## src/rtl/inference_scheduler.sv

```systemverilog
// inference_scheduler: sequences received frames through the inference accelerator and hands replies to transmit
//
// Ports:
//   ACLK, ARESET               clock (rising edge) and asynchronous active-low reset
//   FRAME_READY                rx datapath holds a complete frame (level, held until RX_RELEASE)
//   PACKET_FOR_ACCELERATOR     held frame targets this accelerator
//   SRC_IP/MAC_ADDRESS         requester addressing, valid while FRAME_READY
//   RX_RELEASE                 one-cycle pulse freeing the rx frame buffer
//   ACCEL_START / ACCEL_ABORT  one-cycle pulses to the accelerator
//   ACCEL_DONE, ACCEL_RESULT   completion pulse with its result
//   TX_VALID/TX_READY          reply handshake; TX_DST_* and TX_RESULT form the payload
//   BUSY                       high whenever the FSM is not IDLE
//   PROCESSED/DROPPED/TIMEOUT_COUNT  saturating statistics
//
// Optional feature: define INFERENCE_SCHED_WATCHDOG_EN to build the RUN-state
// watchdog; without it RUN waits forever and ACCEL_ABORT/TIMEOUT_COUNT are 0.
module inference_scheduler #(
  parameter int IP_ADDR_WIDTH  = 32,
  parameter int MAC_ADDR_WIDTH = 48,
  parameter int RESULT_WIDTH   = 8,
  parameter int COUNTER_WIDTH  = 16,
  parameter int TIMEOUT_CYCLES = 65535
) (
  input  logic                      ACLK,
  input  logic                      ARESET,
  input  logic                      FRAME_READY,
  input  logic                      PACKET_FOR_ACCELERATOR,
  input  logic [IP_ADDR_WIDTH-1:0]  SRC_IP_ADDRESS,
  input  logic [MAC_ADDR_WIDTH-1:0] SRC_MAC_ADDRESS,
  output logic                      RX_RELEASE,
  output logic                      ACCEL_START,
  input  logic                      ACCEL_DONE,
  input  logic [RESULT_WIDTH-1:0]   ACCEL_RESULT,
  output logic                      ACCEL_ABORT,
  output logic                      TX_VALID,
  input  logic                      TX_READY,
  output logic [IP_ADDR_WIDTH-1:0]  TX_DST_IP_ADDRESS,
  output logic [MAC_ADDR_WIDTH-1:0] TX_DST_MAC_ADDRESS,
  output logic [RESULT_WIDTH-1:0]   TX_RESULT,
  output logic                      BUSY,
  output logic [COUNTER_WIDTH-1:0]  PROCESSED_COUNT,
  output logic [COUNTER_WIDTH-1:0]  DROPPED_COUNT,
  output logic [COUNTER_WIDTH-1:0]  TIMEOUT_COUNT
);
  typedef enum logic [1:0] {IDLE, START, RUN, REPLY} state_t;
  state_t state;
  if (TIMEOUT_CYCLES < 2 || TIMEOUT_CYCLES > 24'hFF_FFFF) begin : g_bad_timeout
    $error("TIMEOUT_CYCLES must lie in 2..2^24-1");
  end
  function automatic logic [COUNTER_WIDTH-1:0] sat_inc(input logic [COUNTER_WIDTH-1:0] v);
    return &v ? v : v + 1'b1;
  endfunction
`ifdef INFERENCE_SCHED_WATCHDOG_EN
  localparam int WD_W = $clog2(TIMEOUT_CYCLES + 1);
  localparam logic [WD_W-1:0] WD_LAST = WD_W'(TIMEOUT_CYCLES - 1);
  logic [WD_W-1:0] wd;
  logic expired;
  assign expired = wd == WD_LAST;
`else
  assign ACCEL_ABORT   = 1'b0;
  assign TIMEOUT_COUNT = '0;
`endif
  assign BUSY = state != IDLE;
  // The rx frame stays presented during the release cycle, so IDLE ignores
  // FRAME_READY while RX_RELEASE is high to avoid handling one frame twice.
  always_ff @(posedge ACLK or negedge ARESET) begin
    if (!ARESET) begin
      state              <= IDLE;
      RX_RELEASE         <= 1'b0;
      ACCEL_START        <= 1'b0;
      TX_VALID           <= 1'b0;
      TX_DST_IP_ADDRESS  <= '0;
      TX_DST_MAC_ADDRESS <= '0;
      TX_RESULT          <= '0;
      PROCESSED_COUNT    <= '0;
      DROPPED_COUNT      <= '0;
`ifdef INFERENCE_SCHED_WATCHDOG_EN
      ACCEL_ABORT        <= 1'b0;
      TIMEOUT_COUNT      <= '0;
      wd                 <= '0;
`endif
    end else begin
      RX_RELEASE  <= 1'b0;
      ACCEL_START <= 1'b0;
`ifdef INFERENCE_SCHED_WATCHDOG_EN
      ACCEL_ABORT <= 1'b0;
`endif
      case (state)
        IDLE: begin
          if (FRAME_READY && !RX_RELEASE) begin
            if (PACKET_FOR_ACCELERATOR) begin
              TX_DST_IP_ADDRESS  <= SRC_IP_ADDRESS;
              TX_DST_MAC_ADDRESS <= SRC_MAC_ADDRESS;
              ACCEL_START        <= 1'b1;
              state              <= START;
            end else begin
              RX_RELEASE    <= 1'b1;
              DROPPED_COUNT <= sat_inc(DROPPED_COUNT);
            end
          end
        end
        START: begin
`ifdef INFERENCE_SCHED_WATCHDOG_EN
          wd <= '0;
`endif
          state <= RUN;
        end
        RUN: begin
          // Done is tested first so it wins over a simultaneous expiry.
          if (ACCEL_DONE) begin
            TX_RESULT  <= ACCEL_RESULT;
            RX_RELEASE <= 1'b1;
            TX_VALID   <= 1'b1;
            state      <= REPLY;
          end
`ifdef INFERENCE_SCHED_WATCHDOG_EN
          else if (expired) begin
            ACCEL_ABORT   <= 1'b1;
            RX_RELEASE    <= 1'b1;
            TIMEOUT_COUNT <= sat_inc(TIMEOUT_COUNT);
            state         <= IDLE;
          end else begin
            wd <= wd + 1'b1;
          end
`endif
        end
        REPLY: begin
          if (TX_READY) begin
            TX_VALID        <= 1'b0;
            PROCESSED_COUNT <= sat_inc(PROCESSED_COUNT);
            state           <= IDLE;
          end
        end
        default: state <= IDLE;
      endcase
    end
  end
endmodule
```

## config.mk

```make
export PLATFORM = sky130hd
export DESIGN_NAME = inference_scheduler
export DESIGN_NICKNAME = d
export VERILOG_FILES = /design/src/rtl/inference_scheduler.sv
export SDC_FILE = /design/constraint.sdc
export NUM_CORES = 1
export LEC_CHECK = 0
export CORE_ASPECT_RATIO = 0.7
export CORE_MARGIN = 2
export CORE_UTILIZATION = 35
export DETAILED_ROUTE_END_ITERATION = 16
export HOLD_SLACK_MARGIN = 0.08
export PLACE_DENSITY_LB_ADDON = 0.12
export SLEW_MARGIN = 20
export SYNTH_ARGS = -nofsm -noshare
export SYNTH_HDL_FRONTEND = slang
export SYNTH_SLANG_ARGS = --single-unit
```

## constraint.sdc

```tcl
create_clock -name ACLK -period 1.9 [get_ports ACLK]
set_input_delay 0.38 -clock ACLK [delete_from_list [all_inputs] [get_ports ACLK]]
set_output_delay 0.38 -clock ACLK [all_outputs]
set_load 0.005 [all_outputs]
```

* Word level (Yosys, flattened, before mapping)
Index checks and enable logic that the tools add are counted.
Cells by class: multiplexer cells 15, eq/ne operators 7, $add $sub $neg 2, bitwise gates (word level) 3, reductions and logical operators 13
Operator list (number):
- $add 16x1->16 const B | 2
- $reduce_and 16->1 | 2
- $reduce_and 3->1 | 3
- $mux 1 | 8
- $mux 2 | 4
- $ne 2x2->1 const B | 4
- $pmux 2 s4 | 1
- $reduce_and 4->1 | 2
- $eq 2x2->1 const B | 2
- $pmux 1 s2 | 2
- $reduce_bool 2->1 | 2
- $not 1->1 | 3
- $eq 2x1->1 const B | 1
- $logic_not 2->1 | 1
- $reduce_and 2->1 | 1
- $logic_and 1x1->1 | 1
- $logic_not 1->1 | 1
Word-level totals: register bits 125, output and inout port bits 141, input bits 94, word-level logic and storage cells 49

* Longest topological paths before layout
word-level depth 4, depth in mapped cells 6, gate-level depth less buffers 6

* Least setup slack after synthesis
No wires, ideal clock.
path type register to register, start register state[0], end register DROPPED_COUNT[12], arrival 1.522 ns, path slack 0.299 ns, stages on the path, launching flop included 7, cell sequence dfrtp_1 inv_1 ha_1 and4bb_4 nand3_4 nor4_1 xor2_1
On the way: cells in the longest elaborated chain, start to end 2
Ends and longest elaborated chain:
- start: declaration | RTL line 46 | state_t state;
- start signal: assignment | RTL line 68 | state <= IDLE;
- start signal: assignment | RTL line 95 | state <= START;
- start signal: assignment | RTL line 106 | state <= RUN;
- $logic_not 2->1 | RTL line 88 | case (state)
- $reduce_and 4->1 (no source line)
- end signal: assignment | RTL line 98 | DROPPED_COUNT <= sat_inc(DROPPED_COUNT);
- end: declaration | RTL line 42 | output logic [COUNTER_WIDTH-1:0] DROPPED_COUNT,
No other way between the ends. A chain may end at the register's enable or synchronous reset.

* Worst setup path in the final report
start register DROPPED_COUNT[8], end output port DROPPED_COUNT[8]
No word-level cell between the ends.

==> flow_summary.yaml <==
run_status:
  outcome: "finished clean"
pwr:
  p_sw_mw: 3.14
  switching_share_pct: 25.7
  pwr-share-comb_pct: 36.0
  pwr_density_cell_nw_per_um2: 1450
  cell_internal_pwr_mw: 9.07
  ir_drop_v: 0.000752
  p_leak_nw: 3.67
  power_frac_seq_pct: 35.6
  clock_power_share_pct: 28.4
  power_mw: 12.2
sta:
  finClkSkew_ps: 10.2
  rsz0062_at_grt: "false"
  layout_setup_ws_ps: 72.6
  slew_viol_final: 0
  final.min_clock_period_ps: 1830
  fin_crit_sh_pct: 96.2
  setup_violations: 0
  finalHoldViolations: 0
  max_freq_ghz: 0.547
grt:
  use_met1_pct: 20.8
  grt_util_met3_pct: 5.67
  track_usage_pct: 16.5
  grt.busiest_layer: "met2"
  antenna_found_initial: 0
  grt_max_degree: 72
  grtUsageMet2_pct: 26.1
  grt_first_pass_wirelength_microns: 20300
  grt.overflow.total: 0
  grt_pass1_vias: 3938
detailed_routing:
  first_iter_violations: 135
  totalWireLength_microns: 13000
  wl_per_cell_microns: 15.6
  antenna_left: 0
  post_drt_via_cell_ratio: 4.60
  vias: 3823
  drc: 0
  first_pass_iters: 4
clock_tree:
  cts.clk_slew.worst_paths_ps: 60
  htreeDepth: 4
  cts_root_buf: "clkbuf_16"
  cts_tree: "yes"
  cts.sinks: 125
  cts_made_buffers: 17
  insertion_delay_ps: 400
  cts_buffer_depth: 2
logic_synthesis:
  synth.distinct_cells: 38
  ys_warn_count: 0
  syn_inst: 374
  synth_area_per_cell_sq_um: 14.0
  syn_area_sq_um: 5250
  yosys.area.top_type: "dfrtp_1"
  ys_seq_area_share_pct: 59.6
  synth_top_area_share_pct: 59.6
  ys_top_cells_by_area: "dfrtp_1 60%, mux2_2 19%, buf_4 2.4%"
  ys_ff_latch: 125
worst_setup_path:
  crit_path_top_delay_cell: "clkdlybuf4s50_1"
  startpoint_type: "register"
  path_buf_inv: 1
  worstPathCellList: "clkdlybuf4s50_1"
  critPathCaptureType: "output port"
  cpPeakStageDelay_ps: 560
  cp_max_fo: 7
  worstPathArrival_ps: 1450
  required_ps: 1520
  critical_path_class: "register to output port"
  cp_top_family: "buffers and inverters"
die:
  die_y_microns: 106
  core_sq_um: 14700
  pin_count: 235
  dieArea_sq_um: 16000
  initial_core_util_pct: 35.8
  die_x_microns: 150
  rows: 37
cells_and_area:
  diodes: 0
  layout.cells.non_filler: 831
  area_growth_pct: 60.8
  mostFrequentLayoutCells: "215 x clkdlybuf4s50_1, 125 x dfrtp_1, 90 x mux2_2, 19 x buf_4"
  fin_nets: 722
  drive_gt1_share_pct: 25.2
  layout_commonest_cell: "clkdlybuf4s50_1"
  fill_cells: 1208
placed_design:
  hpwl_microns: 9570
  pre_cts_slack_ps: -77.4
  io_buffers: 217
  place_inst: 796
  place.gp.congestion: 0.745
flow_run:
  cap_violations: 0
min_path:
  hp-class: "input port to async pin"
[what timing repair did]
| item | CTS | global route |
|---|---|---|
| pin swaps | 1 | 0 |
| hold endpoints to repair | 21 | 0 |
| hold buffers | 1 | 0 |
| endpoints found under the setup margin | 1 | 3 |
| gates resized for setup | 4 | 1 |
| setup buffers | 2 | 0 |
[cell usage after synthesis, drive strengths merged]
master   count
and4         3
buf         26
and2         1
conb         1
nor4         6
dfrtp      125
and4bb       1
nand3       14
a211o        1
o21bai       1
nor3         6
a21oi        7
o21ai        6
a21o         1
mux2        91
a21boi       1
xnor2       14
inv          7
ha           5
a31oi        4
xor2        11
a211oi       2
and3         5
nor2b        2
o2111ai      3
nor2         9
nor4b        1
a221oi       1
o32a         1
nand2       11
nand4        7
[power by group through the flow]
| stage | combinational, mW | clock (mW) | sequential, mW |
|---|---|---|---|
| 4_1_cts | 4.49 | 3.55 | 4.36 |
| 3_3_place_gp | 4.31 | 0 | 4.37 |
| 2_1_floorplan | 1.47 | 0 | 4.43 |
| 5_1_grt | 4.74 | 3.70 | 4.51 |
| 3_5_place_dp | 4.40 | 0 | 4.40 |
| 6_report | 4.40 | 3.47 | 4.35 |
[cells by family after synthesis]
logic type | share of synthesized area (%)
DFF | 59.6
muxes | 19.6
and+or+nand+nor | 8.08
buffers and inverters | 3.79
AOI/OAI and AO/OA | 3.53
xor gates and xnor gates | 4.17
adders and majority gates | 1.19
other | 0.0714
[flip-flops by register name, summed over array words and instances, names as in the netlist, 2 cells and up]
signal,count
DROPPED_COUNT,16
PROCESSED_COUNT,16
TX_DST_IP_ADDRESS,32
TX_DST_MAC_ADDRESS,48
TX_RESULT,8
state,2
[final cells by class]
class                      instances  area (sq um)  area share [%]
tap                              195           244            2.89
multi-input combinational        232          2010            23.8
inverter                           7          26.3           0.311
timing repair buffer             240          2390            28.3
clock buffer                      19           453            5.36
sequential                       125          3130            37.0
clock inverter                    13           188            2.22
[per-stage QoR]
| step | utilization, % | TNS (ps) | cell area (sq um) | hold WS (ps) |
|---|---|---|---|---|
| floorplan | - | 0 | 5310 | 84.4 |
| global placement | 52.9 | -2760 | 7760 | 308 |
| detailed placement | 52.9 | -2880 | 7760 | 318 |
| CTS | 57.5 | 0 | 8440 | 424 |
| global route | 57.5 | 0 | 8440 | 458 |
| finish | 57.5 | 0 | 8440 | 431 |
[final timing paths]
check / start / endpoint / slack, ps / depth (start not counted)
worst max-delay path: DROPPED_COUNT[8] / DROPPED_COUNT[8] / 70 / 1
worst min-delay path: ARESET / PROCESSED_COUNT[12] / 430 / 2
worst max register to register: state[0] / state[1] / 120 / 5
worst min register to register: DROPPED_COUNT[15] / DROPPED_COUNT[15] / 490 / 1
max in group asynchronous: ARESET / TX_RESULT[6] / 770 / 3
min in group ACLK: DROPPED_COUNT[15] / DROPPED_COUNT[15] / 490 / 1
[metal layers]
layer / part of all wire [%] / routed length (microns)
met2: 47 / 6120
met4: 1.4 / 183
met5: 0 / 0
met3: 8.1 / 1050
met1: 43 / 5620
No activity file was read; power rests on OpenSTA's default activity.
